$ cat src/rtl/expr_pkg.sv
// Shared ASCII constants and evaluator state encoding for the expression pipeline.
package expr_pkg;

  localparam int unsigned CHAR_W = 8;

  localparam logic [CHAR_W-1:0] CH_0   = 8'h30;
  localparam logic [CHAR_W-1:0] CH_9   = 8'h39;
  localparam logic [CHAR_W-1:0] CH_ADD = 8'h2B;
  localparam logic [CHAR_W-1:0] CH_MUL = 8'h2A;

  typedef enum logic [2:0] {
    START = 3'd0,
    NUM   = 3'd1,
    ADD   = 3'd2,
    MUL   = 3'd3,
    ERR   = 3'd4
  } state_t;

endpackage

$ cat src/rtl/char_class.sv
// Combinational ASCII classifier shared by the syntax checker and the evaluator.
module char_class
  import expr_pkg::*;
(
  input  logic [CHAR_W-1:0] in,
  output logic              is_digit,
  output logic              is_add,
  output logic              is_mul,
  output logic [3:0]        digit
);

  assign is_digit = (in >= CH_0) && (in <= CH_9);
  assign is_add   = (in == CH_ADD);
  assign is_mul   = (in == CH_MUL);
  // '0' is 8'h30, so the low nibble of a digit char is its value.
  assign digit    = in[3:0];

endmodule

$ cat src/rtl/expr_eval.sv
// Evaluates digit((+|*)digit)* on a char stream, '*' binding tighter than '+', modulo 2^W.
module expr_eval
  import expr_pkg::*;
#(
  parameter int unsigned W = 16
) (
  input  logic              clk,
  input  logic              clr,
  input  logic [CHAR_W-1:0] in,
  output logic              out,
  output logic [W-1:0]      result,
  output logic              err
);

  logic         is_digit;
  logic         is_add;
  logic         is_mul;
  logic [3:0]   digit;

  state_t       state;
  state_t       next_state;
  logic [W-1:0] sum;
  logic [W-1:0] term;
  logic [W-1:0] next_sum;
  logic [W-1:0] next_term;
  logic         enter_num;

  char_class u_char_class (
    .in       (in),
    .is_digit (is_digit),
    .is_add   (is_add),
    .is_mul   (is_mul),
    .digit    (digit)
  );

  // Next state and datapath; OTHER chars fall through with everything held.
  always_comb begin
    next_state = state;
    next_sum   = sum;
    next_term  = term;
    enter_num  = 1'b0;
    case (state)
      START: begin
        if (is_digit) begin
          next_state = NUM;
          next_sum   = '0;
          next_term  = W'(digit);
          enter_num  = 1'b1;
        end else if (is_add || is_mul) begin
          next_state = ERR;
        end
      end
      NUM: begin
        if (is_digit)    next_state = ERR;
        else if (is_add) next_state = ADD;
        else if (is_mul) next_state = MUL;
      end
      ADD: begin
        if (is_digit) begin
          next_state = NUM;
          next_sum   = W'(sum + term);
          next_term  = W'(digit);
          enter_num  = 1'b1;
        end else if (is_add || is_mul) begin
          next_state = ERR;
        end
      end
      MUL: begin
        if (is_digit) begin
          next_state = NUM;
          next_term  = W'(term * W'(digit));
          enter_num  = 1'b1;
        end else if (is_add || is_mul) begin
          next_state = ERR;
        end
      end
      ERR:     next_state = ERR;
      default: next_state = ERR;
    endcase
  end

  // Registers; result only moves when a complete expression is formed.
  always_ff @(posedge clk) begin
    if (clr) begin
      state  <= START;
      sum    <= '0;
      term   <= '0;
      result <= '0;
      out    <= 1'b0;
      err    <= 1'b0;
    end else begin
      state <= next_state;
      sum   <= next_sum;
      term  <= next_term;
      out   <= (next_state == NUM);
      err   <= (next_state == ERR);
      if (enter_num) result <= W'(next_sum + next_term);
    end
  end

endmodule

$ cat config.mk
export PLATFORM = sky130hd
export DESIGN_NAME = expr_eval
export DESIGN_NICKNAME = d
export VERILOG_FILES = /design/src/rtl/expr_pkg.sv /design/src/rtl/char_class.sv /design/src/rtl/expr_eval.sv
export SDC_FILE = /design/constraint.sdc
export NUM_CORES = 1
export LEC_CHECK = 0
export BUFFER_PORTS_ARGS = -buffer_cell sky130_fd_sc_hd__buf_2
export CAP_MARGIN = 20
export CORE_UTILIZATION = 65
export DETAILED_ROUTE_END_ITERATION = 6
export PLACE_DENSITY = 0.92
export REMOVE_ABC_BUFFERS = 1
export SYNTH_ARGS = -nofsm -noshare
export SYNTH_HDL_FRONTEND = slang
export SYNTH_HIERARCHICAL = 1
export SYNTH_SLANG_ARGS = --single-unit
$ cat constraint.sdc
create_clock -name clk -period 12.5 [get_ports clk]
set_input_delay 0.625 -clock clk [delete_from_list [all_inputs] [get_ports clk]]
set_output_delay 0.625 -clock clk [all_outputs]
set_load 0.01 [all_outputs]
* Word-level counts from Yosys, hierarchy flattened
Index checks and enable logic that the tools add are counted.
** Word-level totals
- Register bits :: 53
- Bits in latches :: 0
- Bits in writable memories :: 0
- ROM bits :: 0
- Input bits :: 10
- Output and inout port bits :: 18
- Logic and storage cells :: 37
- Memories kept :: 0
** Cells by class
- Add/subtract/negate cells :: 2
- $mul :: 1
- Divide/modulo/power cells :: 0
- $lt $le $gt $ge :: 2
- Eq/ne operators :: 7
- Shift-type cells :: 0
- Multiplexer cells :: 14
- Bitwise operators :: 0
- Reductions and logical operators :: 5
** Operators by type and width (count)
- 2-to-1 mux 16 bit :: 4
- case mux 16 bit (2 select lines) :: 2
- adder 16 bit :: 2
- equality test 8 x 6 -> 1 bit, second input constant :: 2
- multiplier 16 x 4 -> 16 bit :: 1
- 2-to-1 mux 3 bit :: 5
- greater-or-equal comparator 8 x 6 -> 1 bit, second input constant :: 1
- less-or-equal comparator 8 x 6 -> 1 bit, second input constant :: 1
- equality test 3 x 1 -> 1 bit, second input constant :: 2
- equality test 3 x 2 -> 1 bit, second input constant :: 2
- case mux 3 bit (2 select lines) :: 1
- equality test 3 bit, second input constant :: 1
- zero test 3 bit :: 1
- OR reduction 3 bit :: 1
- 2-to-1 mux 1 bit :: 2
- OR reduction 2 bit :: 1
- logical AND 1 bit :: 1
- logical OR 1 bit :: 1

* Longest topological paths before layout
- Depth after elaboration :: 6
- Mapped depth :: 25

* Modules after synthesis
The synthesis kept the hierarchy.
** By module, submodules not included
- expr_eval :: times used 1, cells each 596, area an instance 4825.9 µm², seq. area each 1061.0 µm²
- char_class :: times used 1, cells each 10, area an instance 80.1 µm², seq. area each 0.0 µm²

* Worst setup path before layout
OpenSTA, ideal clock, no wires.
- Path type :: input-to-reg
- From :: input in[1]
- To :: register result[15]
- Setup time :: 0.070 ns
- Data arrival time :: 5.317 ns
- Slack :: 7.113 ns
- Stages :: 25
- Buffers on the path :: 2
- Cells stage by stage :: buf_4 > clkbuf_1 > and2_1 > fa_1 > inv_1 > fa_1 > inv_1 > ha_1 > and3_1 > a221oi_1 > a21oi_1 > nand2_1 > nand2_1 > a21oi_1 > xnor2_1 > a22o_1 > ha_1 > and2_1 > o21ai_0 > o31ai_1 > o21ai_1 > nand2b_1 > a21oi_1 > xor3_1 > a21oi_1
** On the way
- Longest elaborated chain between the ends :: 5
** RTL lines
- start: declaration :: RTL line expr_eval.sv:9 : input logic [CHAR_W-1:0] in,
- branches (longest 3 deep; another with multiplier 16 x 4 -> 16 bit)
- case mux 16 bit (2 select lines) (*) :: RTL line expr_eval.sv:42 : case (state)
- named net next_term[11] :: RTL line expr_eval.sv:25 : logic [W-1:0] next_term;
- adder 16 bit (*) :: RTL line expr_eval.sv:97 : if (enter_num) result <= W'(next_sum + next_term);
- end signal: assignment :: RTL line expr_eval.sv:97
- end: declaration :: RTL line expr_eval.sv:11 : output logic [W-1:0] result,
Mark *: on every way through the listed nets, which the timed path passes.
A chain may end at the register's enable or synchronous reset.

* Worst setup path after layout
Same ends and word-level chain as after synthesis.

==> run metrics <==
status=finished clean; post-route ant nets=0; Tcrit/Tclk final=0.4443; Setup TNS Final=0 ns; PnR worst setup slack=6.946 ns; number of synthesized register bits=53; post-layout util=0.7135; Pre-antenna DRT Iters=4; number of synthesized flops with an enable pin=0; VDD IR max=0.05333 mV; Leak=2.483 nW; crit path capture type=flip-flop; largest net degree at the start of global routing=35; layout cells sized above 1=0.08065; # IOs=28; Crit path required time=12.74 ns; maximum fanout along the worst path=18; Die Ht=88.88 um; Buffers on Ports=27; chip width=88.88 um; Place WS=6.715 ns; Mapped Cells=606; Post-CTS Hold Fix Bufs=0; Root Driver=clkbuf_8; Setup Viol. Count Final=0; syn_area_per_cell=8.096 um2; Power Density=59.22 mW/mm2; Fin. Hold Viols=0; Final #Nets=702; Clock Latency Late Sink=0.31 ns; Fillers=597; total gr overflow=0; post_cts resized=0; Worst Setup Path Type=in -> reg; fraction of registers with async set/reset=0; CTS tree=yes; die area=0.007899 mm2; cts bufs inserted=5; post-synthesis cell type count=60; top cell types by occurrence after synthesis=nand2_1, and2_1, dfxtp_1, inv_1, a21oi_1; min-delay worst type=reg -> reg; setup bufs post-CTS=0; number of DRC markers in iteration 0=369; maxcap violations=0; RSZ-0062 raised after global routing=no; Layout area overhead=6.044%; first-pass GRT wire length=19.95 mm; minimum clock period=5.554 ns; Detailed Place HPWL=8.899 mm; routed wire length=11.88 mm; clk sinks=53; count leader, synth=nand2_1; Worst-Margin Slew=0.7276 ns; H-tree depth reported by CTS=2; Overall Global Routing Usage=0.3281; number of antenna diodes=0; initial antenna violation count=0; crit path DAT=5.80 ns; routability cong.=0.9213; ys flop type=dfxtp_1; Power Total=0.0003081 W; drt wl/cell=16.53 um; routed via count=4,405; Mapped Area=0.004906 mm2; Clk pin slew, worst setup/hold paths=0.09 ns; # DRC=0; row cnt=31; final hold slack=0.4569 ns; fin. max-slew vios=0; top-area cell type share of the netlist area=0.2163; initial core utilization=0.6728; placeable core region=0.007292 mm2; number of global-route vias before repair=4,361; CP Launch Type=input pin; Ys Warns=6; sequential element share of the synthesized area=0.2163; worst rel slew slack=0.5138; maximum clock frequency=180.0 MHz; clock tree buffer depth=2; Vias/cell=6.127; leading area contributor after synthesis=dfxtp_1; synth top area cells=dfxtp_1, ha_1, fa_1; skew final=0.005775 ns
stage by stage:
stage | instance area [um2] | instances
2_1_floorplan | 4803 | 583
3_3_place_gp | 5075 | 710
3_5_place_dp | 5075 | 710
4_1_cts | 5191 | 718
5_1_grt | 5202 | 719
6_report | 5202 | 719
cell families after synthesis:
kind of cell | synth area share
AND/OR/NAND/NOR | 0.2451
AO/OA/AOI/OAI | 0.1880
buffers and inverters | 0.05917
adder cells (fa/ha/maj) | 0.2275
flip-flops | 0.2163
XOR/XNOR | 0.06197
multiplexers | 0.002040
report_power, final:
| group | switching [W] | internal, W |
|---|---|---|
| Sequential | 0.00000102 | 0.000169 |
| Clock | 0.0000545 | 0.0000653 |
| Combinational | 0.0000124 | 0.00000540 |
| Total | 0.0000679 | 0.000240 |
layout by cell type (no fill, tap or decap), types with 4 or more instances in the layout:
master and n:
ha_1 46, and3_1 4, and2_1 56, o21bai_1 7, and4_1 4, a22o_1 11
a211oi_1 5, o21ai_0 16, o21ai_1 5, fa_1 27, dfxtp_1 53, inv_1 50
nand3_1 13, buf_2 27, a21oi_1 48, clkbuf_8 6, nor2b_1 5, nor2_1 31
or2_2 5, a21o_1 11, nor3_1 11, nand2_1 79, xnor2_1 26, o31ai_1 5
a31oi_1 5, xor2_1 6
worst max-delay path, stage by stage:
cell and delay, ns:
buf_2 0.19, and2_1 0.19, fa_1 0.56, inv_1 0.06, fa_1 0.48, inv_1 0.04, ha_1 0.32, and3_1 0.20
a221oi_1 0.45, a21oi_1 0.21, nand2_1 0.13, nand2_1 0.06, a21oi_1 0.17, xnor2_1 0.08, a22o_1 0.24, ha_1 0.34
and2_1 0.17, o21ai_0 0.18, o31ai_1 0.11, o21ai_1 0.19, nand2b_1 0.07, a21oi_1 0.15, xor3_1 0.42, a21oi_1 0.14
registers in the layout, summed over array words and instances, names as in the netlist:
signal	flops
err	1
out	1
result	16
state	3
sum	16
term	16
final timing paths:
kind	from	to	slack [ns]	depth (start not counted)
max	in[1]	result[15]	6.95	24
min	result[5]	result[5]	0.46	2
max reg2reg	term[4]	result[15]	7.06	23
min reg2reg	result[5]	result[5]	0.46	2
cell type report:
class | count | area, um2 | share of cell area
inverter | 50 | 187.7 | 0.03608
clock inverter | 1 | 30.03 | 0.005772
sequential | 53 | 1061 | 0.2039
timing repair buffer | 29 | 153.9 | 0.02958
tap | 99 | 123.9 | 0.02381
clock buffer | 7 | 86.33 | 0.01659
multi-input combinational | 480 | 3560 | 0.6842
per-layer routing:
metal | part of all wire | vias to the layer above | GRT usage | wire length, um
li1 | - | 2102 | - | -
met1 | 0.44 | 2078 | 0.4261 | 5222
met2 | 0.47 | 195 | 0.5643 | 5626
met3 | 0.060 | 30 | 0.03451 | 708
met4 | 0.027 | 0 | 0.1202 | 325
met5 | 0 | - | 0 | 0
No activity file was read; power rests on OpenSTA's default activity.
